[src/rtl/alu_defs.sv]
// alu_defs: ALU function codes and fxmul_seq state encoding
package alu_defs;
    localparam logic [4:0] ALU_ADD = 5'b00001;
    localparam logic [4:0] ALU_SUB = 5'b10001;
    typedef enum logic [2:0] {IDLE, ABS_A, ABS_B, MUL, FIX, DONE} fx_state_t;
endpackage

[src/rtl/fx_saturate.sv]
// fx_saturate: extracts the QF magnitude from the product and flags/saturates overflow
module fx_saturate #(
    parameter int N = 32,
    parameter int F = 28
) (
    input  logic [2*N-F-1:0] p_top,
    input  logic             sign,
    output logic [N-1:0]     m,
    output logic             overflow_n,
    output logic [N-1:0]     sat
);
    // p_top is the product with its F discarded fraction bits already dropped
    assign m          = p_top[N-1:0];
    assign overflow_n = |p_top[2*N-F-1:N-1];
    assign sat        = sign ? {1'b1, {(N-1){1'b0}}} : {1'b0, {(N-1){1'b1}}};
endmodule

[src/rtl/fxmul_seq.sv]
// fxmul_seq: sequential signed fixed-point shift-and-add multiplier using an external ALU adder
module fxmul_seq
    import alu_defs::*;
#(
    parameter int N = 32,
    parameter int F = 28
) (
    input  logic         clk,
    input  logic         reset,
    input  logic         start,
    input  logic [N-1:0] a,
    input  logic [N-1:0] b,
    output logic         busy,
    output logic         done,
    output logic [N-1:0] result,
    output logic         overflow,
    output logic [N-1:0] alu_a,
    output logic [N-1:0] alu_b,
    output logic [4:0]   alu_fn,
    input  logic [N-1:0] alu_r
);
    localparam int SW = $clog2(N);

    fx_state_t    state, next;
    logic [N-1:0] a_reg, b_reg, mag_a, hi, lo, m, sat;
    logic         sign, ovf_n;
    logic [SW-1:0] step;

    fx_saturate #(.N(N), .F(F)) u_sat (
        .p_top     ({hi, lo[N-1:F]}),
        .sign      (sign),
        .m         (m),
        .overflow_n(ovf_n),
        .sat       (sat)
    );

    assign busy = (state != IDLE) && (state != DONE);
    assign done = (state == DONE);

    // Next-state decode and ALU operand steering
    always_comb begin
        next   = state;
        alu_fn = ALU_ADD;
        alu_a  = '0;
        alu_b  = '0;
        case (state)
            IDLE:    next = start ? ABS_A : IDLE;
            ABS_A: begin
                alu_fn = ALU_SUB;
                alu_b  = a_reg;
                next   = ABS_B;
            end
            ABS_B: begin
                alu_fn = ALU_SUB;
                alu_b  = b_reg;
                next   = MUL;
            end
            MUL: begin
                alu_a = hi;
                alu_b = lo[0] ? mag_a : '0;
                next  = (step == SW'(N-1)) ? FIX : MUL;
            end
            FIX: begin
                alu_fn = ALU_SUB;
                alu_b  = m;
                next   = DONE;
            end
            default: next = IDLE;
        endcase
    end

    // State and datapath registers; the ALU result is consumed in the same cycle
    always_ff @(posedge clk or posedge reset) begin
        if (reset) begin
            state    <= IDLE;
            a_reg    <= '0;
            b_reg    <= '0;
            sign     <= 1'b0;
            mag_a    <= '0;
            hi       <= '0;
            lo       <= '0;
            step     <= '0;
            result   <= '0;
            overflow <= 1'b0;
        end else begin
            state <= next;
            case (state)
                IDLE: if (start) begin
                    a_reg <= a;
                    b_reg <= b;
                    sign  <= a[N-1] ^ b[N-1];
                end
                ABS_A: mag_a <= a_reg[N-1] ? alu_r : a_reg;
                ABS_B: begin
                    hi   <= '0;
                    lo   <= b_reg[N-1] ? alu_r : b_reg;
                    step <= '0;
                end
                MUL: begin
                    hi   <= {1'b0, alu_r[N-1:1]};
                    lo   <= {alu_r[0], lo[N-1:1]};
                    step <= step + 1'b1;
                end
                FIX: begin
                    result   <= ovf_n ? sat : (sign ? alu_r : m);
                    overflow <= ovf_n;
                end
                default: ;
            endcase
        end
    end
endmodule

[config.mk]
export PLATFORM = sky130hd
export DESIGN_NAME = fxmul_seq
export DESIGN_NICKNAME = d
export VERILOG_FILES = /design/src/rtl/alu_defs.sv /design/src/rtl/fx_saturate.sv /design/src/rtl/fxmul_seq.sv
export SDC_FILE = /design/constraint.sdc
export NUM_CORES = 1
export LEC_CHECK = 0
export BUFFER_PORTS_ARGS = -buffer_cell sky130_fd_sc_hd__clkbuf_2
export CAP_MARGIN = 20
export CORE_MARGIN = 2
export CORE_UTILIZATION = 50
export DETAILED_ROUTE_END_ITERATION = 12
export PLACE_DENSITY_LB_ADDON = 0.2
export SLEW_MARGIN = 15
export SYNTH_ARGS = -nofsm -noshare
export SYNTH_HDL_FRONTEND = slang
export SYNTH_SLANG_ARGS = --single-unit
[constraint.sdc]
create_clock -name clk -period 16.8 [get_ports clk]
set_input_delay 0 -clock clk [delete_from_list [all_inputs] [get_ports clk]]
set_output_delay 0 -clock clk [all_outputs]
set_load 0.005 [all_outputs]
==> impl_summary.log, run 1 <==
[metrics] number of port buffers: 197
[metrics] worst setup path category: flip-flop to output pin
[metrics] cts bufs inserted: 23
[metrics] synthesis-to-finish area growth: 26.63%
[metrics] die outline height: 147.2 µm
[metrics] Std-Cell Rows: 52
[metrics] largest net degree at the start of global routing: 125
[metrics] Yosys Warn Count: 0
[metrics] Boundary Pins: 203
[metrics] share of the core filled with cells: 64.34%
[metrics] Routed Wire Length: 30180 µm
[metrics] Synth area leader: dfrtp_1
[metrics] total area of sequential cells: 0.005036 mm²
[metrics] fin crit period: 3232 ps
[metrics] area of the mapped netlist: 0.01025 mm²
[metrics] total chip power: 1885 µW
[metrics] CTS Buffer Depth: 3
[metrics] top-count cell post-synth: dfrtp_1
[metrics] hpwl dp: 17790 µm
[metrics] instance count of the mapped netlist: 915
[metrics] transition at the pin with the smallest max-transition slack: 1178 ps
[metrics] ranking of synthesized cells by instance count: dfrtp_1 (201), mux2_2 (97), o21ai_0 (71)
[metrics] mean cell area of the mapped netlist: 11.20 µm²
[metrics] proportion of register bits with asynchronous set or reset after synthesis: 100.0%
[metrics] leakage component of the power: 0.005804 µW
[metrics] final hold violations: 0
[metrics] final max-slew violation count: 0
[metrics] placed insts: 1305
[metrics] Setup TNS Final: 0 ps
[metrics] f_max: 0.3094 GHz
[metrics] clock tree from TritonCTS: done
[metrics] final-stage net count: 1261
[metrics] peak supply drop: 0.1366 mV
[metrics] required arrival time at the worst endpoint: 16800 ps
[metrics] vias in the first global route: 8389
[metrics] Tcrit/Tclk final: 19.24%
[metrics] Max Cap Violations: 0
[metrics] CP arrival: 3230 ps
[metrics] Clock Pin Slew Worst Setup and Hold Paths: 60 ps
[metrics] PostCTS Resize Cnt: 0
[metrics] Reg2Reg Depth: 4
[metrics] Worst Hold Slack: 214.2 ps
[metrics] die area: 0.02166 mm²
[metrics] # DRC: 0
[metrics] remaining global-route overflow: 0
[metrics] run status: finished clean
[metrics] combined area of the multi-input logic cells: 0.004683 mm²
[metrics] Yosys top cell area share: 49.08%
[metrics] largest cells by area after synthesis: dfrtp_1 (49%), mux2_2 (11%), mux2i_1 (6.2%), o21ai_0 (3.5%), o31ai_2 (3.3%)
[metrics] initial core utilization: 50.81%
[metrics] number of fill cells: 1594
[metrics] setup repair after global routing missed its margin: false
[metrics] ratio of cells with drive above 1 in the final layout: 33.33%
[metrics] Avg Vias per Cell: 5.839
[metrics] post-route insts no fill: 1447
[metrics] initial antenna violation count: 1
[metrics] Worst Hold Class: primary input to asynchronous set/reset pin
[metrics] Max transition margin: 21.28%
[metrics] Crit. End Element: output pin
[metrics] latest clock arrival within the worst-skew pair: 520 ps
[metrics] Setup Fix Bufs, Post-CTS: 0
[metrics] worst-case clock skew: 8.352 ps
[metrics] GP Congestion: 0.7943
[metrics] Hold Buf Count CTS: 98
[metrics] number of search-and-repair iterations in the first detailed-routing pass: 5
[metrics] antenna-violating nets left: 0
[metrics] number of sinks on the clock net: 201
[metrics] Die Span X: 147.2 µm
[metrics] number of distinct standard cells referenced by the synthesized netlist: 43
[metrics] number of synthesized register bits: 201
[metrics] root buffer selected by CTS: clkbuf_16
[metrics] via count: 8449
[metrics] area of the core: 0.02017 mm²
[metrics] level count of the clock H-tree: 1
[metrics] detailed router's first-iteration violation count: 536
[metrics] first-pass GRT wire length: 47680 µm
[metrics] overall track demand over capacity in global routing: 27.83%
[metrics] most instantiated flip-flop cell in the synthesis netlist: dfrtp_1
[metrics] startpoint type of the worst setup path: flip-flop
[metrics] number of failing setup endpoints in the final timing report: 0
[metrics] largest fanout on the critical path: 59
[metrics] final routed wire length divided by cell count: 20.86 µm
[metrics] Pwr Density: 145.3 mW/mm²
[metrics] register area share after synthesis: 49.08%
[metrics] EDFF count, synth: 0
-- cells by family (layout without fill, tap and decap cells) --
logic type      after synthesis  count (layout)  share of synthesized area [%]
compound gates              297             297                          20.89
xor+xnor                      2               2                         0.1710
fa+ha+maj                     2               2                         0.2442
buf+inv                     100             358                          5.702
flops                       201             201                          49.08
mux                         160             160                          16.81
other cells                   2               6                        0.07329
simple gates                151             151                          7.021
-- power by group --
part | leakage [µW] | switching, µW | internal, µW | total, µW
clock | 0.000352 | 197 | 284 | 481
combinational | 0.00316 | 347 | 314 | 661
sequential | 0.00229 | 126 | 617 | 743
-- metrics by stage --
step / cell area, µm² / worst slack (ps)
after detailed placement: 11220 / 14190
after global routing: 12980 / 13450
after global placement: 11170 / 14250
after floorplan: 10260 / 11320
after CTS: 12930 / 13640
final: 12980 / 13570
-- area by class of cell --
class,count,share of cell area [%]
inverters,3,0.1446
well taps,270,2.603
multi-input cells,617,36.09
clock inverters,3,0.1639
diodes,1,0.01928
clock buffers,38,5.409
repair buffers,314,16.76
flip-flops and latches,201,38.81
-- worst max-delay path, stage by stage (launching register included) --
cell	delay, ps
dfrtp_2	770
and3b_4	790
buf_4	610
a32oi_1	190
o21ai_0	140
clkbuf_2	150
-- worst paths after layout --
check                      slack [ps]        end      start
setup / recovery                13570  alu_b[19]   state[2]
hold / removal                    210  a_reg[29]      reset
setup reg to reg                14180    step[2]   state[2]
hold reg to reg                   490  result[1]  result[1]
max in group asynchronous       15010     hi[23]      reset
min in group clk                  250   b_reg[1]       b[1]
-- layer usage --
| metal | wire length (µm) | part of all wire (%) | vias up | track usage (%) |
|---|---|---|---|---|
| met5 | 0 | 0 | - | 0 |
| met4 | 659 | 2.2 | 0 | 7.596 |
| met3 | 2408 | 8.0 | 51 | 5.280 |
| met2 | 14070 | 47 | 394 | 44.04 |
| met1 | 13050 | 43 | 4176 | 39.55 |
| li1 | - | - | 3828 | - |
-- layout by cell type (no fill, tap or decap), drive strengths merged --
cell type,count
a21boi,31
a21oi,34
a221oi,1
a22o,34
a22oi,32
a31oi,1
a32oi,32
and2,32
and3,1
and3b,2
buf,19
clkbuf,235
clkinv,1
clkinvlp,1
conb,5
dfrtp,201
diode,1
dlygate4sd3,98
ha,2
inv,4
mux2,97
mux2i,63
nand2,68
nand2b,3
nand3,2
nor2,33
nor2b,2
nor3,1
nor3b,3
nor4,1
nor4b,1
o21ai,100
o21bai,1
o31ai,31
or3b,1
or4,1
xnor2,2
No activity file was read; power rests on OpenSTA's default activity.
==> inputs of run 2 (changes only) <==
- clock period: 16.8 -> 3 ns (I/O delays scaled with it)
==> run 2 against run 1 <==
  * Clock skew up 4.9 ps
  * Non-clock buffer count grew 11
  * Via count barely moved
  * Sequential share of layout area shrank 0.54 points
  * Combinational power grew to 5.7 times the previous value
  * Count of clock-buffer cells in the layout shrank 3
  * Hold slack worse by 24 ps
  * Critical path depth is the same
==> impl_summary.log, run 2 (synthesized netlist as in run 1, its figures left out) <==
[metrics] run status: finished clean
[metrics] Max stage delay on crit path: 770 ps (-20 ps)
[metrics] worst reg-to-reg setup slack: 800 ps (-13380 ps)
[metrics] cell class contributing the biggest share of worst-path delay: flip-flops
[metrics] cell internal pwr: 7159 µW (+490%)
[metrics] total area of sequential cells: 0.005036 mm² (unchanged)
[metrics] Setup Fix Bufs, Post-CTS: 0 (unchanged)
[metrics] antenna-violating nets left: 0 (unchanged)
[metrics] Routed Wire Length: 30240 µm (+0.18%)
[metrics] Die Span X: 147.2 µm (unchanged)
[metrics] f_max: 0.3743 GHz
[metrics] list of cells traversed by the critical path: nor2b_4 > buf_12 > a22oi_1 > o21ai_0 > clkbuf_2
[metrics] final hold violations: 0 (unchanged)
[metrics] die outline height: 147.2 µm (unchanged)
[metrics] power share of the combinational group: 34.3% (-0.8 points)
[metrics] largest fanout on the critical path: 22 (-63%)
[metrics] initial antenna violation count: 0 (-1)
[metrics] cts bufs inserted: 23 (unchanged)
[metrics] Reg2Reg Depth: 4 (unchanged)
[metrics] remaining global-route overflow: 0 (unchanged)
[metrics] level count of the clock H-tree: 1 (unchanged)
[metrics] CTS Buffer Depth: 3 (unchanged)
[metrics] overall track demand over capacity in global routing: 28.13% (+0.30 points)
[metrics] GP Congestion: 0.8135 (+2.4%)
[metrics] final routed wire length divided by cell count: 20.75 µm (-0.51%)
[metrics] Clock Pin Slew Worst Setup and Hold Paths: 60 ps (about the same)
[metrics] RR Endpoint: result[30]
[metrics] Hold Buf Count CTS: 98 (unchanged)
[metrics] # DRC: 0 (unchanged)
[metrics] PostCTS Resize Cnt: 0 (unchanged)
[metrics] Pwr Density: 829.2 mW/mm² (+470%)
[metrics] vias in the first global route: 8741 (+4.2%)
[metrics] synthesis-to-finish area growth: 28.40%
[metrics] switching power total: 3750 µW (+460%)
[metrics] Avg Vias per Cell: 5.802 (-0.64%)
[metrics] hpwl dp: 19070 µm (+7.2%)
[metrics] detailed router's first-iteration violation count: 501 (-6.5%)
[metrics] Std-Cell Rows: 52 (unchanged)
[metrics] number of buffer and inverter stages on the critical path: 2 (unchanged)
[metrics] first-pass GRT wire length: 48370 µm (+1.4%)
[metrics] worst setup path category: flip-flop to output pin
[metrics] count of inserted antenna diode cells: 0 (-1)
[metrics] number of search-and-repair iterations in the first detailed-routing pass: 6 (+1)
[metrics] pre-CTS setup slack: 819.7 ps (-13370 ps)
[metrics] highest-delay cell along the critical path: dfrtp_1
[metrics] number of fill cells: 1602 (+0.50%)
[metrics] number of sinks on the clock net: 201 (unchanged)
[metrics] Max transition margin: 41.81% (+21 points)
[metrics] via count: 8453 (+0.047%)
[metrics] final max-slew violation count: 0 (unchanged)
[metrics] Worst Hold Slack: 190.5 ps (-23.70 ps)
[metrics] Worst Hold Class: primary input to asynchronous set/reset pin
[metrics] initial core utilization: 50.81% (unchanged)
[metrics] CP arrival: 2670 ps (-560 ps)
[metrics] combined area of the multi-input logic cells: 0.004688 mm² (+0.11%)
[metrics] register share of total power: 38.4% (-1.0 points)
[metrics] Tcrit/Tclk final: 89.05%
[metrics] number of port buffers: 197 (unchanged)
[metrics] Crit. End Element: output pin
[metrics] largest net degree at the start of global routing: 67 (-46%)
[metrics] startpoint type of the worst setup path: flip-flop
[metrics] transition at the pin with the smallest max-transition slack: 872.9 ps (-305.3 ps)
[metrics] total chip power: 10910 µW (+480%)
[metrics] switching share of power: 34.38% (-1.1 points)
[metrics] area of the core: 0.02017 mm² (unchanged)
[metrics] commonest cells after routing, fill and taps aside: clkbuf_2 (197), dfrtp_1 (196), dlygate4sd3_1 (98), mux2_2 (97), o21ai_0 (71)
[metrics] leakage component of the power: 0.005897 µW (+1.6%)
[metrics] Max Cap Violations: 0 (unchanged)
[metrics] Boundary Pins: 203 (unchanged)
[metrics] setup repair after global routing missed its margin: false
[metrics] peak supply drop: 0.5178 mV (+280%)
[metrics] root buffer selected by CTS: clkbuf_16
[metrics] number of failing setup endpoints in the final timing report: 0 (unchanged)
[metrics] final-stage net count: 1272 (+0.87%)
[metrics] RR Startpoint: hi[27]
[metrics] required arrival time at the worst endpoint: 3000 ps (-13800 ps)
[metrics] Setup TNS Final: 0 ps (unchanged)
[metrics] most common cell after layout, fill and taps aside: clkbuf_2
[metrics] worst-case clock skew: 13.30 ps (+4.947 ps)
[metrics] die area: 0.02166 mm² (unchanged)
[metrics] ratio of cells with drive above 1 in the final layout: 34.04% (+0.70 points)
[metrics] latest clock arrival within the worst-skew pair: 500 ps (-20 ps)
[metrics] clock group share of total power: 27.3% (+1.8 points)
[metrics] fin crit period: 2671 ps
[metrics] clock tree from TritonCTS: done
[metrics] final worst slack: 328.5 ps (-13240 ps)
run 2: cell count changes in the layout (fill, tap and decap cells not counted):
| cell | before | now |
|---|---|---|
| diode_2 | 1 | 0 |
| buf_4 | 15 | 23 |
| inv_6 | 1 | 0 |
| clkbuf_1 | 8 | 7 |
| buf_16 | 2 | 0 |
| bufinv_16 | 0 | 4 |
| nand2b_4 | 0 | 1 |
| buf_12 | 2 | 7 |
| clkbuf_8 | 7 | 5 |
| clkinv_2 | 1 | 2 |
| inv_8 | 1 | 0 |
| nand2b_2 | 1 | 0 |
run 2: power groups by stage:
| stage | clock network [µW] | logic [µW] | registers (µW) |
|---|---|---|---|
| floorplan | 0 | 2520 | 3890 |
| global placement | 0 | 3540 | 4190 |
| detailed placement | 0 | 3610 | 4220 |
| CTS | 3020 | 3730 | 4180 |
| global route | 3140 | 4140 | 4290 |
| finish | 2980 | 3740 | 4190 |
run 2: worst reg2reg max path: cells and delay by family, from the launching register on:
family                 cells  cell delay, ps
DFF                        1             430
buffers and inverters      1             360
and+or+nand+nor            1             970
AOI/OAI and AO/OA          2             320
run 2: worst max-delay path by stage:
stage                        start         end  slack (ps)  cells past startpoint
after global placement      hi[27]  result[30]         850                      4
after floorplan              reset    a_reg[0]         400                      1
final                     state[1]   alu_b[28]         330                      5
after CTS                 state[1]   alu_b[27]         340                      5
after detailed placement    hi[27]  result[30]         820                      4
after global routing      state[1]   alu_b[25]         190                      5
run 2: through the flow:
step,instances,util (%),area (µm²)
after global placement,1318,56.40,11380
after CTS,1457,65.24,13160
after floorplan,918,-,10260
final,1457,65.24,13160
after detailed placement,1318,56.40,11380
after global routing,1457,65.24,13160
run 2: routing by layer:
| metal | wire [µm] | track usage, % |
|---|---|---|
| met1 | 12840 | 39.05 |
| met2 | 14550 | 46.10 |
| met3 | 2136 | 4.752 |
| met4 | 710 | 7.596 |
| met5 | 0 | 0 |
run 2: cell type report:
| class | count | area share, % |
|---|---|---|
| Tap cell | 270 | 2.568 |
| Multi-Input combinational cell | 617 | 35.63 |
| Sequential cell | 201 | 38.28 |
| Clock buffer | 35 | 5.097 |
| Clock inverter | 6 | 0.9890 |
| Timing Repair Buffer | 325 | 17.33 |
| Inverter | 3 | 0.1141 |
==> inputs of run 3 (changes only) <==
--- a/config.mk
+++ b/config.mk
@@ -12,2 +12,3 @@
 export DETAILED_ROUTE_END_ITERATION = 12
+export MAX_ROUTING_LAYER = met4
 export PLACE_DENSITY_LB_ADDON = 0.2
--- a/constraint.sdc
+++ b/constraint.sdc
@@ -3,2 +3,2 @@
 set_output_delay 0 -clock clk [all_outputs]
-set_load 0.005 [all_outputs]
+set_load 0.01 [all_outputs]
==> run 3 against run 2 <==
  * First-iteration DRC count rose by 13%
  * Total power fell by 1.1%
  * Flip-flop and latch count did not move
  * Largest cell class unchanged
  * Highest routed layer unchanged
==> impl_summary.log, run 3 (synthesized netlist as in run 1, its figures left out) <==
[metrics] transition at the pin with the smallest max-transition slack: 1076 ps (+203.2 ps)
[metrics] Routed Wire Length: 29530 µm (-2.3%)
[metrics] Avg Vias per Cell: 5.784 (-0.30%)
[metrics] final worst slack: 322.2 ps (-6.288 ps)
[metrics] area of the core: 0.02017 mm² (unchanged)
[metrics] pre-CTS setup slack: 801.9 ps (-17.79 ps)
[metrics] required arrival time at the worst endpoint: 3000 ps (about the same)
[metrics] via count: 8387 (-0.78%)
[metrics] Die Span X: 147.2 µm (unchanged)
[metrics] ratio of cells with drive above 1 in the final layout: 33.76% (-0.28 points)
[metrics] Crit. End Element: output pin
[metrics] power share of the combinational group: 36.3% (+2.0 points)
[metrics] root buffer selected by CTS: clkbuf_16
[metrics] peak supply drop: 0.5431 mV (+4.9%)
[metrics] number of search-and-repair iterations in the first detailed-routing pass: 5 (-1)
[metrics] setup repair after global routing missed its margin: false
[metrics] CP arrival: 2680 ps (about the same)
[metrics] startpoint type of the worst setup path: flip-flop
[metrics] Worst Hold Class: primary input to asynchronous set/reset pin
[metrics] Worst Hold Slack: 19.86 ps (-170.6 ps)
[metrics] hpwl dp: 18460 µm (-3.2%)
[metrics] leakage component of the power: 0.005844 µW (-0.90%)
[metrics] final design area excluding fillers: 0.01306 mm² (-0.71%)
[metrics] die outline height: 147.2 µm (unchanged)
[metrics] worst-case clock skew: 9.159 ps (-4.140 ps)
[metrics] Tcrit/Tclk final: 89.26% (+0.21 points)
[metrics] number of failing setup endpoints in the final timing report: 0 (unchanged)
[metrics] cell class contributing the biggest share of worst-path delay: flip-flops
[metrics] highest-delay cell along the critical path: dfrtp_1
[metrics] overall track demand over capacity in global routing: 27.87% (-0.27 points)
[metrics] switching share of power: 36.29% (+1.9 points)
[metrics] Max stage delay on crit path: 760 ps (about the same)
[metrics] worst setup path category: flip-flop to output pin
[metrics] clock group share of total power: 24.7% (-2.6 points)
[metrics] fin crit period: 2678 ps (+6.288 ps)
[metrics] CTS Buffer Depth: 3 (unchanged)
[metrics] synthesis-to-finish area growth: 27.48%
[metrics] final-stage net count: 1267 (-0.39%)
[metrics] placed insts: 1313 (-0.38%)
[metrics] cts bufs inserted: 23 (unchanged)
[metrics] Setup TNS Final: 0 ps (unchanged)
[metrics] post-route insts no fill: 1450 (-0.48%)
[metrics] commonest cells after routing, fill and taps aside: clkbuf_2 (197), dfrtp_1 (196), dlygate4sd3_1 (98), mux2_2 (97), o21ai_0 (71)
[metrics] first-pass GRT wire length: 46350 µm (-4.2%)
[metrics] Clock Pin Slew Worst Setup and Hold Paths: 60 ps (about the same)
[metrics] clock tree from TritonCTS: done
[metrics] # DRC: 0 (unchanged)
[metrics] die area: 0.02166 mm² (unchanged)
[metrics] vias in the first global route: 8356 (-4.4%)
[metrics] list of cells traversed by the critical path: nor2b_4 > buf_4 > a22oi_1 > o21ai_0 > clkbuf_2
[metrics] cell area after placement: 0.01136 mm² (-0.11%)
[metrics] final max-slew violation count: 0 (unchanged)
[metrics] number of buffer and inverter stages on the critical path: 2 (unchanged)
[metrics] most common cell after layout, fill and taps aside: clkbuf_2
[metrics] Max transition margin: 28.26% (-14 points)
[metrics] number of sinks on the clock net: 201 (unchanged)
[metrics] Pwr Density: 826.2 mW/mm² (-0.36%)
[metrics] number of port buffers: 197 (unchanged)
[metrics] Max Cap Violations: 0 (unchanged)
[metrics] switching power total: 3917 µW (+4.4%)
[metrics] largest net degree at the start of global routing: 79 (+18%)
[metrics] Std-Cell Rows: 52 (unchanged)
[metrics] final hold violations: 0 (unchanged)
[metrics] cell internal pwr: 6877 µW (-3.9%)
[metrics] register share of total power: 39.0% (+0.6 points)
[metrics] run status: finished clean
[metrics] latest clock arrival within the worst-skew pair: 500 ps (about the same)
[metrics] detailed router's first-iteration violation count: 568 (+13%)
[metrics] antenna-violating nets left: 0 (unchanged)
[metrics] Boundary Pins: 203 (unchanged)
[metrics] largest fanout on the critical path: 17 (-23%)
[metrics] remaining global-route overflow: 0 (unchanged)
[metrics] initial core utilization: 50.81% (unchanged)
[metrics] f_max: 0.3734 GHz (-0.23%)
[metrics] GP Congestion: 0.8180 (+0.55%)
[metrics] number of fill cells: 1588 (-0.87%)
[metrics] initial antenna violation count: 1 (+1)
[metrics] level count of the clock H-tree: 1 (unchanged)
[metrics] final routed wire length divided by cell count: 20.36 µm (-1.9%)
-- run 3: cell count changes in the layout (fill, tap and decap cells not counted), sizes merged --
cell / previous run / this run
buf: 30 / 25
bufinv: 4 / 0
clkbuf: 232 / 233
clkinv: 2 / 1
clkinvlp: 1 / 2
diode: 0 / 1
-- run 3: tightest hold or removal path: cells and delay by family --
family	cells	cell delay, ps
buffers and inverters	3	910
-- run 3: power groups by stage --
stage,clock [µW],combinational (µW),sequential [µW]
floorplan,0,2740,3890
global placement,0,3740,4210
detailed placement,0,3800,4230
CTS,2710,3920,4200
global route,2830,4290,4300
finish,2670,3910,4210
-- run 3: metrics by stage --
stage	power [µW]	utilization (%)
finish	10790	64.77
global route	11420	64.77
floorplan	6628	-
detailed placement	8032	56.34
global placement	7953	56.34
CTS	10830	64.76
-- run 3: timing repair --
item,4_1_cts,5_1_grt
endpoints found under the hold margin,364,0
buffers inserted,0,0
gates resized for setup,0,0
hold buffers,98,0
-- run 3: path summary, 6_finish.rpt --
path	startpoint	end	slack [ps]	depth (start not counted)
min in group clk	b[6]	b_reg[6]	270	3
min reg2reg	overflow	overflow	480	2
max reg2reg	hi[27]	result[30]	770	3
max	state[1]	alu_b[30]	320	5
min	reset	mag_a[24]	20	3
max in group asynchronous	reset	sign	2230	4
-- run 3: area by class of cell --
cell class                      count  area, µm²  share of cell area [%]
Clock inverter                      2      12.51                 0.09578
Sequential cell                   201       5036                   38.55
Tap cell                          270      337.8                   2.586
Inverter                            3      15.01                  0.1149
Antenna cell                        1      2.502                 0.01916
Timing Repair Buffer              320       2267                   17.35
Clock buffer                       36      704.4                   5.392
Multi-Input combinational cell    617       4688                   35.89
-- run 3: routing by layer --
| metal | track usage [%] | routed length (µm) | vias to the layer above | share of wire, % |
|---|---|---|---|---|
| met5 | - | 0 | - | 0 |
| met4 | 5.962 | 380 | 0 | 1.3 |
| met3 | 5.186 | 2224 | 38 | 7.5 |
| met2 | 43.34 | 13950 | 329 | 47 |
| met1 | 38.57 | 12970 | 4186 | 44 |
| li1 | - | - | 3834 | - |
